File: src/rtl/serial_arith_pkg.sv
// Shared definitions for the bit-serial arithmetic blocks.
//
// Contents:
//   state_t  - controller state for the serial subtractor, 2-bit binary
//              encoding (IDLE, RUN, DONE)
//   cnt_w()  - width of the bit counter needed to address WIDTH bit positions

package serial_arith_pkg;

    typedef enum logic [1:0] {
        IDLE = 2'b00,
        RUN  = 2'b01,
        DONE = 2'b10
    } state_t;

    // The counter only has to reach WIDTH-1, so $clog2(WIDTH) bits suffice.
    // The guard keeps the width at least one bit for degenerate widths.
    function automatic int cnt_w(input int width);
        if (width <= 2) begin
            return 1;
        end
        return $clog2(width);
    endfunction

endpackage

File: src/rtl/full_subtractor.sv
// One-bit full-subtractor cell: computes a - b - bin.
//
// Ports:
//   a     in   1  minuend bit
//   b     in   1  subtrahend bit
//   bin   in   1  borrow in from the less significant bit
//   d     out  1  difference bit
//   bout  out  1  borrow out to the more significant bit

module full_subtractor (
    input  logic a,
    input  logic b,
    input  logic bin,
    output logic d,
    output logic bout
);

    assign d = a ^ b ^ bin;

    // Borrow when the minuend bit is 0 against a 1, or when the bits are
    // equal and a borrow is already pending.
    assign bout = (~a & b) | (~(a ^ b) & bin);

endmodule

File: src/rtl/serial_subtractor.sv
// Bit-serial unsigned subtractor, LSB first, one bit per clock:
//   diff = a - b mod 2^WIDTH, borrow_out = 1 iff a < b.
// A single full_subtractor cell is reused for every bit position.
//
// Ports:
//   clk         in   1      rising-edge clock
//   rst_n       in   1      synchronous active-low reset
//   start       in   1      request, accepted only while ready=1
//   a           in   WIDTH  minuend, sampled on the accepting edge
//   b           in   WIDTH  subtrahend, sampled on the accepting edge
//   ready       out  1      high in IDLE
//   busy        out  1      high in RUN and DONE
//   done        out  1      one-cycle completion pulse
//   diff        out  WIDTH  registered result
//   borrow_out  out  1      registered final borrow

module serial_subtractor
    import serial_arith_pkg::*;
#(
    parameter int WIDTH = 8
) (
    input  logic             clk,
    input  logic             rst_n,
    input  logic             start,
    input  logic [WIDTH-1:0] a,
    input  logic [WIDTH-1:0] b,
    output logic             ready,
    output logic             busy,
    output logic             done,
    output logic [WIDTH-1:0] diff,
    output logic             borrow_out
);

    localparam int CW = cnt_w(WIDTH);
    localparam logic [CW-1:0] LAST_CNT = CW'(WIDTH - 1);

    state_t state;
    state_t state_nxt;

    logic [WIDTH-1:0] a_sr;
    logic [WIDTH-1:0] b_sr;
    logic [WIDTH-1:0] diff_sr;
    logic [WIDTH-1:0] diff_sr_nxt;
    logic [CW-1:0]    cnt;
    logic             brw;

    logic             cell_d;
    logic             cell_bo;
    logic             load;
    logic             shift;
    logic             last_bit;

    full_subtractor u_cell (
        .a    (a_sr[0]),
        .b    (b_sr[0]),
        .bin  (brw),
        .d    (cell_d),
        .bout (cell_bo)
    );

    // The result assembles from the top down so that after WIDTH shifts
    // the first (LSB) difference bit has arrived at position 0.
    assign diff_sr_nxt = {cell_d, diff_sr[WIDTH-1:1]};
    assign last_bit    = (state == RUN) && (cnt == LAST_CNT);

    // State register.
    always_ff @(posedge clk) begin
        if (!rst_n) begin
            state <= IDLE;
        end else begin
            state <= state_nxt;
        end
    end

    // Next-state and handshake outputs. start is only looked at in IDLE,
    // so requests arriving while busy are dropped rather than queued.
    always_comb begin
        state_nxt = state;
        ready     = 1'b0;
        busy      = 1'b0;
        done      = 1'b0;
        load      = 1'b0;
        shift     = 1'b0;
        case (state)
            IDLE: begin
                ready = 1'b1;
                if (start) begin
                    load      = 1'b1;
                    state_nxt = RUN;
                end
            end
            RUN: begin
                busy  = 1'b1;
                shift = 1'b1;
                if (last_bit) begin
                    state_nxt = DONE;
                end
            end
            DONE: begin
                busy      = 1'b1;
                done      = 1'b1;
                state_nxt = IDLE;
            end
            default: begin
                state_nxt = IDLE;
            end
        endcase
    end

    // Datapath: operand shift registers, borrow flop, bit counter and the
    // result registers. diff/borrow_out are written only on the final bit
    // so they hold the previous result throughout RUN.
    always_ff @(posedge clk) begin
        if (!rst_n) begin
            a_sr       <= '0;
            b_sr       <= '0;
            diff_sr    <= '0;
            cnt        <= '0;
            brw        <= 1'b0;
            diff       <= '0;
            borrow_out <= 1'b0;
        end else if (load) begin
            a_sr <= a;
            b_sr <= b;
            brw  <= 1'b0;
            cnt  <= '0;
        end else if (shift) begin
            a_sr    <= a_sr >> 1;
            b_sr    <= b_sr >> 1;
            diff_sr <= diff_sr_nxt;
            brw     <= cell_bo;
            cnt     <= last_bit ? '0 : cnt + CW'(1);
            if (last_bit) begin
                diff       <= diff_sr_nxt;
                borrow_out <= cell_bo;
            end
        end
    end

endmodule

File: config.mk
export PLATFORM = sky130hd
export DESIGN_NAME = serial_subtractor
export DESIGN_NICKNAME = d
export VERILOG_FILES = /design/src/rtl/serial_arith_pkg.sv /design/src/rtl/full_subtractor.sv /design/src/rtl/serial_subtractor.sv
export SDC_FILE = /design/constraint.sdc
export NUM_CORES = 1
export LEC_CHECK = 0
export BUFFER_PORTS_ARGS = -buffer_cell sky130_fd_sc_hd__buf_4
export CELL_PAD_IN_SITES_DETAIL_PLACEMENT = 1
export CELL_PAD_IN_SITES_GLOBAL_PLACEMENT = 2
export CORE_MARGIN = 4
export CORE_UTILIZATION = 30
export CTS_CLUSTER_DIAMETER = 200
export CTS_CLUSTER_SIZE = 30
export DETAILED_ROUTE_END_ITERATION = 6
export GPL_ROUTABILITY_DRIVEN = 0
export PLACE_DENSITY_LB_ADDON = 0.1
export SETUP_SLACK_MARGIN = 0.5
export SLEW_MARGIN = 10
export SYNTH_ARGS = -nofsm -noshare
export SYNTH_HDL_FRONTEND = slang
export SYNTH_HIERARCHICAL = 1
export SYNTH_SLANG_ARGS = --single-unit
File: constraint.sdc
create_clock -name clk -period 1.4 [get_ports clk]
set_input_delay 0.28 -clock clk [delete_from_list [all_inputs] [get_ports clk]]
set_output_delay 0.28 -clock clk [all_outputs]
set_load 0.02 [all_outputs]
==> out/results.env, run 1 <==
SYNTH_SEQUENTIAL_AREA_RATIO=0.439
SYNTH.AREA.MUX_SHARE=0.144
POST_SYNTH_INST_COUNT=173
GRT_FIRST_PASS_WIRELENGTH_MICRONS=6660
ROUTED_VIA_DENSITY=4.68
H-TREE-DEPTH=2
CELL_AREA_AFTER_TECHNOLOGY_MAPPING_SQ_UM=1730
R2R_SLACK_PS=70
HOLD_SLACK_PS=262
WORST_SETUP_HOLD_PATH_CLK_SLEW_PS=80
LAYOUT.CELLS.NON_FILLER=293
CLKLATENCYLATEPIN_PS=280
LAYOUT.CORE_UTILIZATION=0.449
POST_DRT_ANTENNA_NETS=0
RSZ0062_AT_GRT='yes'
KIND_OF_CRITICAL_PATH='reg -> out'
LARGEST_NET_DEGREE_AT_THE_START_OF_GLOBAL_ROUTING=32
ANTENNA_CELLS_INSERTED=0
CTS_TREE='done'
FF_TO_FF_END='diff[7]'
MAX_SLEW.WORST_PIN.SLEW_PS=266
POST_SYNTHESIS_CELL_TYPE_WITH_THE_LARGEST_COMBINED_AREA='sky130_fd_sc_hd__dfxtp_1'
HOLDCRITPATHCLASS='in -> reg'
WORST_HOLD_STARTPOINT='b[2]'
RUN_STATUS='finished clean'
CTSROOTBUFFERMASTER='sky130_fd_sc_hd__clkbuf_8'
LAYOUT_COMMON_CELLS='29 x sky130_fd_sc_hd__buf_4, 25 x sky130_fd_sc_hd__mux2i_1, 23 x sky130_fd_sc_hd__dfxtp_1, 16 x sky130_fd_sc_hd__buf_6'
CP_DATA_REQUIRED_TIME_PS=1120
BOUNDARYPINS=31
FRACTION_OF_THE_MAPPED_NETLIST_AREA_IN_ADDER_CELLS=0.0620
GRT_PASS1_VIAS=1402
SYN_AVG_CELL_AREA_SQ_UM=10.0
SYNTH.LIB_CELLS_USED.DISTINCT=24
FIRST_PASS_ITERS=2
HOLD_VIOL=0
AREA_GROWTH_FROM_SYNTHESIS_TO_LAYOUT_PCT=43.3
POWER.DENSITY_CELL_AREA_nW_PER_UM2=1600
FIN_WORST_SKEW_PS=6.14
SYNTH-COMPOUND-AREA-SHARE=0.153
REG2REGPATHDEPTH=8
CTS_NUM_SINKS=38
FINALNETCOUNT=247
FLOORPLAN.DIE_AREA_SQ_UM=7060
FIN_TNS_SETUP_PS=0
YOSYSWARNINGS=6
DRC=0
SETUP-VIOLATIONS-FINAL=0
MOSTFREQUENTLAYOUTCELL='sky130_fd_sc_hd__buf_4'
GRT_ANTENNA_BEFORE_REPAIR=0
POSTCTSHOLDBUFS=0
CTS-BUFFERS-INSERTED=5
FLOORPLAN.CORE_AREA_SQ_UM=5540
IO_BUFFER_COUNT=30
MAX-SLEW-MARGIN-REL=0.823
TOT_GR_TRACK_USE=0.116
POST-ROUTE-MIN-PERIOD_PS=1350
INITIAL_CELL_DENSITY_OF_THE_CORE=0.313
DIE_W_MICRONS=84.0
POWER_mW=3.97
DRTITER0DRC=40
SIMPLE_GATE_SHARE_OF_THE_SYNTHESIZED_AREA=0.124
HOLD_PATH_DEPTH=3
PLACEMENT_ROWS=27
CP_CAPTURE_TYPE='output port'
WIRELENGTH_MICRONS=3940
WORSTPATHMAXFANOUT=4
SETUP.WORST_PATH.START_CLASS='register'
TIMING.FINAL.MAX_SLEW_VIOLATIONS=0
LARGEST_FAMILY_OF_LOGIC_CELLS_BY_SYNTHESIZED_AREA='compound AO/OA/AOI/OAI gates'
FINAL_MIN_PERIOD_OVER_CLOCK_PERIOD=0.967
WORSTPATHARRIVAL_PS=1070
SYNTHXORXNORAREAFRAC=0
SETUP_SLACK_PS=46.5
POST_DP_CELL_AREA_SQ_UM=2070
SYNTH.TOP_CELLS.BY_AREA='sky130_fd_sc_hd__dfxtp_1 44%, sky130_fd_sc_hd__mux2i_1 14%, sky130_fd_sc_hd__ha_1 5.1%'
FINAL_LAYOUT_SIZE_SUFFIX_GT1_FRAC=0.462
FINAL_AREA_SQ_UM=2480
TOTAL_OVERFLOW_REPORTED_BY_THE_GLOBAL_ROUTER=0
WORSTHOLDENDPOINT='b_sr[2]'
POWER.STATIC_LEAKAGE_nW=0.971
POSTSYNTHNETCOUNT=200
TIMING.MAX_CAP.VIOLATIONS=0
POWER.IR.VDD_WORST_uV=866
DPL.HPWL_MICRONS=2600
ROUTED-VIA-COUNT=1372
TOTAL_OF_FLIP_FLOPS_PLUS_LATCHES_AFTER_SYNTHESIS=38
R2R-START='state[1]'
MAX_FREQ_MHz=739
PLACEDCELLCOUNT=267
CRITPATHLAUNCH='state[1]'
WIRE_PER_INST_MICRONS=13.5
DIE_H_MICRONS=84.0
DP_SLACK_PS=33.8
NETLIST.AREA_LEADER.SHARE=0.439
CTS_MAX_PATH_BUFFERS=2
[layout make-up]
type                    count  area [sq um]
fillers                   639          3060
multi-input cells         116           916
flip-flops and latches     38           782
repair buffers             52           551
clock buffers               8           110
well taps                  72          90.1
inverters                   7          36.3
[flip-flops by register name, summed over array words and instances, names as in the netlist]
register,flops
a_sr,8
diff,8
diff_sr,7
borrow_out,1
brw,1
cnt,3
b_sr,8
state,2
[worst max-delay path: stages (launching register included)]
cell                      delay [ps]
sky130_fd_sc_hd__dfxtp_2         370
sky130_fd_sc_hd__inv_4            60
sky130_fd_sc_hd__ha_4            260
sky130_fd_sc_hd__buf_6           100
[logic make-up (layout without fill, tap and decap cells)]
kind of cell / after synthesis / count (layout)
simple gates: 41 / 41
compound gates: 42 / 42
fa+ha+maj: 8 / 8
mux: 25 / 25
buf+inv: 19 / 67
flops: 38 / 38
[worst max path at each step]
stage,to,slack [ps],cells past startpoint
3_5_place_dp,diff[4],30,5
5_1_grt,a_sr[0],6,7
6_report,busy,50,3
3_3_place_gp,borrow_out,120,5
4_1_cts,busy,40,3
2_1_floorplan,state[1],170,6
[cells in the mapped netlist]
cell type / instances
sky130_fd_sc_hd__dfxtp_1: 38
sky130_fd_sc_hd__mux2i_1: 25
sky130_fd_sc_hd__a21oi_1: 14
sky130_fd_sc_hd__nand2_1: 14
sky130_fd_sc_hd__o21ai_1: 14
sky130_fd_sc_hd__nand3_1: 12
sky130_fd_sc_hd__o21ai_2: 9
sky130_fd_sc_hd__ha_1: 7
sky130_fd_sc_hd__inv_1: 7
sky130_fd_sc_hd__nor2b_1: 7
sky130_fd_sc_hd__buf_2: 5
sky130_fd_sc_hd__buf_6: 5
sky130_fd_sc_hd__nor2_1: 4
sky130_fd_sc_hd__a22oi_1: 2
sky130_fd_sc_hd__a21boi_0: 1
sky130_fd_sc_hd__a21boi_1: 1
sky130_fd_sc_hd__a21oi_4: 1
sky130_fd_sc_hd__and2b_4: 1
sky130_fd_sc_hd__buf_12: 1
sky130_fd_sc_hd__buf_4: 1
sky130_fd_sc_hd__fa_1: 1
sky130_fd_sc_hd__nand2_2: 1
sky130_fd_sc_hd__nand3_2: 1
sky130_fd_sc_hd__nand3_4: 1
[routing by layer]
metal | part of all wire | GRT usage | vias up
li1 | - | - | 692
met1 | 0.47 | 0.150 | 652
met2 | 0.48 | 0.185 | 23
met3 | 0.039 | 0.0355 | 5
met4 | 0.012 | 0.0307 | 0
met5 | 0 | 0 | -
[power breakdown]
| group | internal (mW) | total [mW] | switching [mW] |
|---|---|---|---|
| Combinational | 0.926 | 1.72 | 0.791 |
| Sequential | 1.27 | 1.39 | 0.118 |
| Clock | 0.497 | 0.869 | 0.372 |
[what timing repair did]
item / in CTS / in global routing
resized for setup: 26 / 12
endpoints found under the hold margin: 0 / 0
pin swaps: 13 / 12
setup endpoints to repair: 50 / 50
cloned: 1 / 1
buffers inserted: 9 / 7
Power figures use the tool's default switching activity.
==> run 2, diff against run 1 <==
==> constraint.sdc (replaced) <==
create_clock -name clk -period 1.4 [get_ports clk]
set_input_delay 0.42 -clock clk [delete_from_list [all_inputs] [get_ports clk]]
set_output_delay 0.42 -clock clk [all_outputs]
set_load 0.02 [all_outputs]
==> run 2 against run 1 <==
The flow now finishes with violations (setup timing). Global-route usage grew 1.4 points. Final area grew 5.4%. Cell count grew 2.4%. Core utilization grew 2.4 points. Maximum frequency shrank 8.5%. Wire length grew 11%. Total power shrank 2.9%. Setup slack lost 120 ps. Non-clock buffer count grew 6. Clock skew shrank 2.9 ps. Hold slack gained 140 ps. Register-to-register slack lost 120 ps. Highest routed layer unchanged.
==> out/results.env, run 2 (same netlist as run 1, synthesis figures left out) <==
INITIAL_CELL_DENSITY_OF_THE_CORE=0.313  # unchanged
KIND_OF_CRITICAL_PATH='reg -> out'  # unchanged
FINAL_MIN_PERIOD_OVER_CLOCK_PERIOD=1.06  # was 0.967
DP_SLACK_PS=56.0  # was 33.8 ps
TOTAL_SWITCHING_POWER_mW=1.31  # was 1.28 mW
LAYOUT.CELLS.NON_FILLER=300  # was 293
POSTCTSHOLDBUFS=0  # unchanged
FIRST_PASS_ITERS=4  # was 2
FINAL.FILL_COUNT=627  # was 639
SWITCHING_SHARE=0.339  # was 0.322
REG.LARGEST.LIST='a_sr x8, b_sr x8, diff x8'  # unchanged
FINAL_AREA_SQ_UM=2620  # was 2480 sq um
WIRELENGTH_MICRONS=4390  # was 3940 microns
SETUP-VIOLATIONS-FINAL=22  # was 0
TOTAL_OVERFLOW_REPORTED_BY_THE_GLOBAL_ROUTER=0  # unchanged
IO_BUFFER_COUNT=30  # unchanged
HOLD_VIOL=0  # unchanged
CLKLATENCYLATEPIN_PS=290  # was 280 ps
DIE_H_MICRONS=84.0  # unchanged
RSZ0062_AT_GRT='yes'  # unchanged
CP_CAPTURE_TYPE='output port'  # unchanged
FLOORPLAN.CORE_AREA_SQ_UM=5540  # unchanged
FIN_WORST_SKEW_PS=3.26  # was 6.14 ps
ROUTED_VIA_DENSITY=4.79  # was 4.68
POST-ROUTE-MIN-PERIOD_PS=1480  # was 1350 ps
SETUP_SLACK_PS=-78.5  # was 46.5 ps
H-TREE-DEPTH=2  # unchanged
MAX-SLEW-MARGIN-REL=0.834  # was 0.823
BOUNDARYPINS=31  # unchanged
DPL.HPWL_MICRONS=2680  # was 2600 microns
R2R-START='state[1]'  # unchanged
CTS_NUM_SINKS=38  # unchanged
TOT_GR_TRACK_USE=0.130  # was 0.116
SETUP.WORST_PATH.START_CLASS='register'  # unchanged
MAX_SLEW.WORST_PIN.SLEW_PS=249  # was 266 ps
CRITPATHLAUNCH='state[1]'  # unchanged
CTS_MAX_PATH_BUFFERS=2  # unchanged
DRTITER0DRC=47  # was 40
ROUTED-VIA-COUNT=1436  # was 1,372
R2R_SLACK_PS=-50  # was 70 ps
POST_DP_CELL_AREA_SQ_UM=2080  # was 2070 sq um
WORST_HOLD_STARTPOINT='a[2]'  # was b[2]
ANTENNA_CELLS_INSERTED=0  # unchanged
POWER.DENSITY_CELL_AREA_nW_PER_UM2=1470  # was 1600 nW/um^2
TIMING.FINAL.MAX_SLEW_VIOLATIONS=0  # unchanged
RUN_STATUS='finished, violations left'  # was finished clean
POWER.INTERNAL_mW=2.55  # was 2.69 mW
MOSTFREQUENTLAYOUTCELL='sky130_fd_sc_hd__buf_4'  # unchanged
SHARE_CLK_OF_TOTAL_POWER=0.201  # was 0.219
LAYOUT_COMMON_CELLS='30 x sky130_fd_sc_hd__buf_4, 25 x sky130_fd_sc_hd__dfxtp_1, 24 x sky130_fd_sc_hd__mux2i_1, 18 x sky130_fd_sc_hd__buf_6'  # was 29 x sky130_fd_sc_hd__buf_4, 25 x sky130_fd_sc_hd__mux2i_1, 23 x sky130_fd_sc_hd__dfxtp_1, 16 x sky130_fd_sc_hd__buf_6
TIMING.MAX_CAP.VIOLATIONS=0  # unchanged
WORSTPATHARRIVAL_PS=1060  # was 1070 ps
P_SEQ_FRAC=0.358  # was 0.349
CTSROOTBUFFERMASTER='sky130_fd_sc_hd__clkbuf_8'  # unchanged
FLOORPLAN.DIE_AREA_SQ_UM=7060  # unchanged
POST_DRT_ANTENNA_NETS=0  # unchanged
WIRE_PER_INST_MICRONS=14.6  # was 13.5 microns
WORST_SETUP_HOLD_PATH_CLK_SLEW_PS=70  # was 80 ps
POWER.IR.VDD_WORST_uV=793  # was 866 uV
PLACEDCELLCOUNT=268  # was 267
DRC=0  # unchanged
VIOLATIONS='setup timing'
AREA_GROWTH_FROM_SYNTHESIS_TO_LAYOUT_PCT=51.1  # was 43.3%
FINALNETCOUNT=254  # was 247
CTS_TREE='done'  # unchanged
DIE_W_MICRONS=84.0  # unchanged
GRT_PASS1_VIAS=1563  # was 1,402
HOLDCRITPATHCLASS='in -> reg'  # unchanged
LARGEST_NET_DEGREE_AT_THE_START_OF_GLOBAL_ROUTING=23  # was 32
CP_DATA_REQUIRED_TIME_PS=980  # was 1120 ps
PLACEMENT_ROWS=27  # unchanged
COMBINATIONALPOWERSHARE=0.442  # was 0.432
GRT_FIRST_PASS_WIRELENGTH_MICRONS=7380  # was 6660 microns
POWER.STATIC_LEAKAGE_nW=1.02  # was 0.971 nW
CTS-BUFFERS-INSERTED=5  # unchanged
FINAL_LAYOUT_SIZE_SUFFIX_GT1_FRAC=0.482  # was 0.462
MAX_FREQ_MHz=676  # was 739 MHz
WORSTPATHMAXFANOUT=3  # was 4
GRT_ANTENNA_BEFORE_REPAIR=0  # unchanged
==> run 2: path summary, 6_finish.rpt <==
path	cells after the start	to
setup / recovery	3	busy
hold / removal	3	a_sr[2]
setup reg to reg	7	state[0]
hold reg to reg	2	diff[0]
==> run 2: through the flow <==
step	hold WS, ps	TNS, ps	utilization	total power, mW
final	399	-678	0.473	3.86
after floorplan	439	0	-	2.42
after global placement	451	0	0.375	2.63
after CTS	393	-548	0.452	3.75
after global routing	409	-2350	0.473	4.13
after detailed placement	457	0	0.375	2.68
==> run 2: power groups by stage <==
stage	sequential (mW)	clock, mW	combinational, mW
floorplan	1.38	0	1.04
global placement	1.41	0	1.22
detailed placement	1.42	0	1.26
CTS	1.38	0.803	1.56
global route	1.41	0.861	1.86
finish	1.38	0.775	1.70
==> run 2: cell type report <==
class | count | area, sq um | share of cell area
tap | 72 | 90.1 | 0.0344
clock buffer | 7 | 86.3 | 0.0330
sequential | 38 | 779 | 0.298
clock inverter | 1 | 5.00 | 0.00191
inverter | 7 | 36.3 | 0.0138
multi-input combinational | 117 | 970 | 0.370
timing repair buffer | 58 | 653 | 0.249
==> run 2: worst max-delay path, stage by stage, from the launching register on <==
cell	delay (ps)
sky130_fd_sc_hd__dfxtp_2	360
sky130_fd_sc_hd__inv_4	50
sky130_fd_sc_hd__ha_4	260
sky130_fd_sc_hd__buf_6	100
==> run 2: what timing repair did <==
| item | in CTS | in global routing |
|---|---|---|
| buffers inserted | 15 | 4 |
| setup endpoints to repair | 50 | 50 |
| endpoints found under the hold margin | 0 | 0 |
| gates resized for setup | 42 | 4 |
| cloned | 3 | 2 |
| pin swaps | 8 | 26 |
==> run 2: metal layers <==
| layer | part of all wire | wire [microns] | track usage | up-vias |
|---|---|---|---|---|
| met4 | 0.014 | 61 | 0.0439 | 0 |
| met5 | 0 | 0 | 0 | - |
| met1 | 0.44 | 1950 | 0.164 | 696 |
| met2 | 0.50 | 2200 | 0.211 | 26 |
| li1 | - | - | - | 708 |
| met3 | 0.040 | 177 | 0.0375 | 6 |
==> run 3, diff against run 2 <==
==> constraint.sdc (replaced) <==
create_clock -name clk -period 1.6 [get_ports clk]
set_input_delay 0.48 -clock clk [delete_from_list [all_inputs] [get_ports clk]]
set_output_delay 0.48 -clock clk [all_outputs]
set_load 0.02 [all_outputs]
==> run 3 against run 2 <==
Core utilization fell by 4.5 points. The flow now finishes without violations. Cell count is 5.3% lower. Clock skew is 6.4 ps higher. Sequential share of layout area up 3.3 points. Sequential power shrank 12%. Largest cell class unchanged.
==> out/results.env, run 3 (same netlist as run 1, synthesis figures left out) <==
CRITICAL_PATH_DEPTH=3  # unchanged
FLOORPLAN.CORE_AREA_SQ_UM=5540  # unchanged
TIMING.MAX_CAP.VIOLATIONS=0  # unchanged
MULTIINPUTGATEAREA_SQ_UM=942  # was 970 sq um
FIN_WORST_SKEW_PS=9.67  # was 3.26 ps
SHARE_CLK_OF_TOTAL_POWER=0.192  # was 0.201
INITIAL_CELL_DENSITY_OF_THE_CORE=0.313  # unchanged
FINALNETCOUNT=239  # was 254
DRTITER0DRC=25  # was 47
WORST_SETUP_HOLD_PATH_CLK_SLEW_PS=80  # was 70 ps
POST_DRT_ANTENNA_NETS=0  # unchanged
REGAREA_SQ_UM=783  # was 779 sq um
DIE_W_MICRONS=84.0  # unchanged
WIRELENGTH_MICRONS=4130  # was 4390 microns
PLACEMENT_ROWS=27  # unchanged
WORSTPATHARRIVAL_PS=1050  # was 1060 ps
IO_BUFFER_COUNT=30  # unchanged
SETUP_SLACK_PS=72.6  # was -78.5 ps
NUMBER_OF_BUFFERS_AND_INVERTERS_ON_THE_CRITICAL_PATH=2  # unchanged
FF_TO_FF_END='state[1]'  # was state[0]
CP_CAPTURE_TYPE='output port'  # unchanged
CTS_TREE='done'  # unchanged
GRT_PASS1_VIAS=1417  # was 1,563
POWER_mW=3.24  # was 3.86 mW
CPPEAKSTAGEDELAY_PS=370  # was 360 ps
HOLD_VIOL=0  # unchanged
TOTAL_OVERFLOW_REPORTED_BY_THE_GLOBAL_ROUTER=0  # unchanged
H-TREE-DEPTH=2  # unchanged
FINAL_LAYOUT_SIZE_SUFFIX_GT1_FRAC=0.439  # was 0.482
SETUP.WORST_PATH.START_CLASS='register'  # unchanged
LAYOUT_COMMON_CELLS='25 x sky130_fd_sc_hd__buf_4, 24 x sky130_fd_sc_hd__mux2i_1, 24 x sky130_fd_sc_hd__dfxtp_1, 14 x sky130_fd_sc_hd__o21ai_1, 14 x sky130_fd_sc_hd__a21oi_1'  # was 30 x sky130_fd_sc_hd__buf_4, 25 x sky130_fd_sc_hd__dfxtp_1, 24 x sky130_fd_sc_hd__mux2i_1, 18 x sky130_fd_sc_hd__buf_6
RSZ0062_AT_GRT='yes'  # unchanged
WORSTPATHMAXFANOUT=3  # unchanged
CRITICAL_PATH.CELL_CHAIN='inv_4, ha_4, buf_6'  # unchanged
KIND_OF_CRITICAL_PATH='reg -> out'  # unchanged
MAX_FREQ_MHz=655
GRT_ANTENNA_BEFORE_REPAIR=0  # unchanged
BOUNDARYPINS=31  # unchanged
CTS-BUFFERS-INSERTED=5  # unchanged
POWER.INTERNAL_mW=2.10  # was 2.55 mW
RUN_STATUS='finished clean'  # was finished, violations left
HOLDCRITPATHCLASS='in -> reg'  # unchanged
ROUTED-VIA-COUNT=1362  # was 1,436
POWER.IR.VDD_WORST_uV=771  # was 793 uV
COMBINATIONALPOWERSHARE=0.433  # was 0.442
DRC=0  # unchanged
DP_SLACK_PS=291  # was 56.0 ps
HOLD_PATH_DEPTH=3  # unchanged
ANTENNA_CELLS_INSERTED=0  # unchanged
FINAL.FILL_COUNT=606  # was 627
MOSTFREQUENTLAYOUTCELL='sky130_fd_sc_hd__buf_4'  # unchanged
TOT_GR_TRACK_USE=0.126  # was 0.130
POST-ROUTE-MIN-PERIOD_PS=1530
MAX-SLEW-MARGIN-REL=0.783  # was 0.834
WIRE_PER_INST_MICRONS=14.5  # was 14.6 microns
FIRST_PASS_ITERS=4  # unchanged
R2R-START='state[1]'  # unchanged
R2R_SLACK_PS=230  # was -50 ps
TOTAL_SWITCHING_POWER_mW=1.14  # was 1.31 mW
CTS_MAX_PATH_BUFFERS=2  # unchanged
REG.LARGEST.LIST='a_sr x8, b_sr x8, diff x8'  # unchanged
DPL.HPWL_MICRONS=2660  # was 2680 microns
CTS_NUM_SINKS=38  # unchanged
TIMING.FINAL.MAX_SLEW_VIOLATIONS=0  # unchanged
FLOORPLAN.DIE_AREA_SQ_UM=7060  # unchanged
REG2REGPATHDEPTH=6  # was 7
SWITCHING_SHARE=0.353  # was 0.339
TIMING.CRITICAL_PATH.MAX_DELAY_FAMILY='flip-flops'  # unchanged
FINAL_MIN_PERIOD_OVER_CLOCK_PERIOD=0.955
ROUTED_VIA_DENSITY=4.80  # was 4.79
DIE_H_MICRONS=84.0  # unchanged
GRT_FIRST_PASS_WIRELENGTH_MICRONS=6950  # was 7380 microns
SETUP-VIOLATIONS-FINAL=0  # was 22
CRITICAL_PATH.SLOWEST_CELL='sky130_fd_sc_hd__dfxtp_4'  # was sky130_fd_sc_hd__dfxtp_2
AREA_GROWTH_FROM_SYNTHESIS_TO_LAYOUT_PCT=36.7  # was 51.1%
LARGEST_NET_DEGREE_AT_THE_START_OF_GLOBAL_ROUTING=31  # was 23
MAX_SLEW.WORST_PIN.SLEW_PS=325  # was 249 ps
CP_DATA_REQUIRED_TIME_PS=1120  # was 980 ps
FIN_TNS_SETUP_PS=0  # was -678 ps
P_SEQ_FRAC=0.375  # was 0.358
CTSROOTBUFFERMASTER='sky130_fd_sc_hd__clkbuf_8'  # unchanged
POWER.STATIC_LEAKAGE_nW=0.903  # was 1.02 nW
CLKLATENCYLATEPIN_PS=290  # about the same
WORST_HOLD_STARTPOINT='a[0]'  # was a[2]
WORSTHOLDENDPOINT='a_sr[0]'  # was a_sr[2]
POWER.DENSITY_CELL_AREA_nW_PER_UM2=1370  # was 1470 nW/um^2
[run 3: cell count changes in the layout (fill, tap and decap cells not counted), sizes merged]
cell / before / now
clkbuf: 9 / 5
buf: 56 / 43
clkinv: 1 / 2
[run 3: stage by stage]
step	util	cells	cell area (sq um)	hold WS [ps]
after global placement	0.369	266	2040	455
after floorplan	-	173	1790	439
final	0.428	284	2370	452
after global routing	0.428	284	2370	445
after detailed placement	0.369	266	2040	456
after CTS	0.421	282	2330	446
[run 3: worst max path at each step]
stage / startpoint / to
after detailed placement: cnt[0] / state[1]
after floorplan: state[1] / state[1]
after CTS: state[0] / busy
after global routing: state[0] / busy
final: state[1] / busy
after global placement: cnt[0] / state[1]
[run 3: final cells by class]
cell class	count	area share
Multi-Input combinational cell	117	0.398
Timing Repair Buffer	43	0.184
Sequential cell	38	0.331
Clock inverter	2	0.00422
Clock buffer	5	0.0290
Inverter	7	0.0164
Tap cell	72	0.0380
[run 3: routing by layer]
metal	vias up	wire length (microns)	GRT usage
li1	678	-	-
met1	654	1970	0.162
met2	25	1960	0.199
met3	5	129	0.0336
met4	0	70	0.0482
met5	-	0	0
[run 3: worst min-delay path: stages]
cell and delay, ps:
sky130_fd_sc_hd__buf_4 80, sky130_fd_sc_hd__o21ai_1 50, sky130_fd_sc_hd__a21oi_1 100
[run 3: repair_timing]
action | in CTS | in global routing
gates cloned | 2 | 0
hold buffers | 0 | 0
setup endpoints to repair | 50 | 50
buffers inserted | 7 | 2
gates resized for setup | 36 | 6
pin swaps | 4 | 3
hold endpoints to repair | 0 | 0
[run 3: power groups by stage]
stage                     Combinational [mW]  Sequential, mW  Clock (mW)
after floorplan                        0.909            1.21           0
after global placement                  1.03            1.23           0
after detailed placement                1.07            1.24           0
after CTS                               1.38            1.21       0.659
after global routing                    1.52            1.24       0.696
final                                   1.40            1.22       0.621
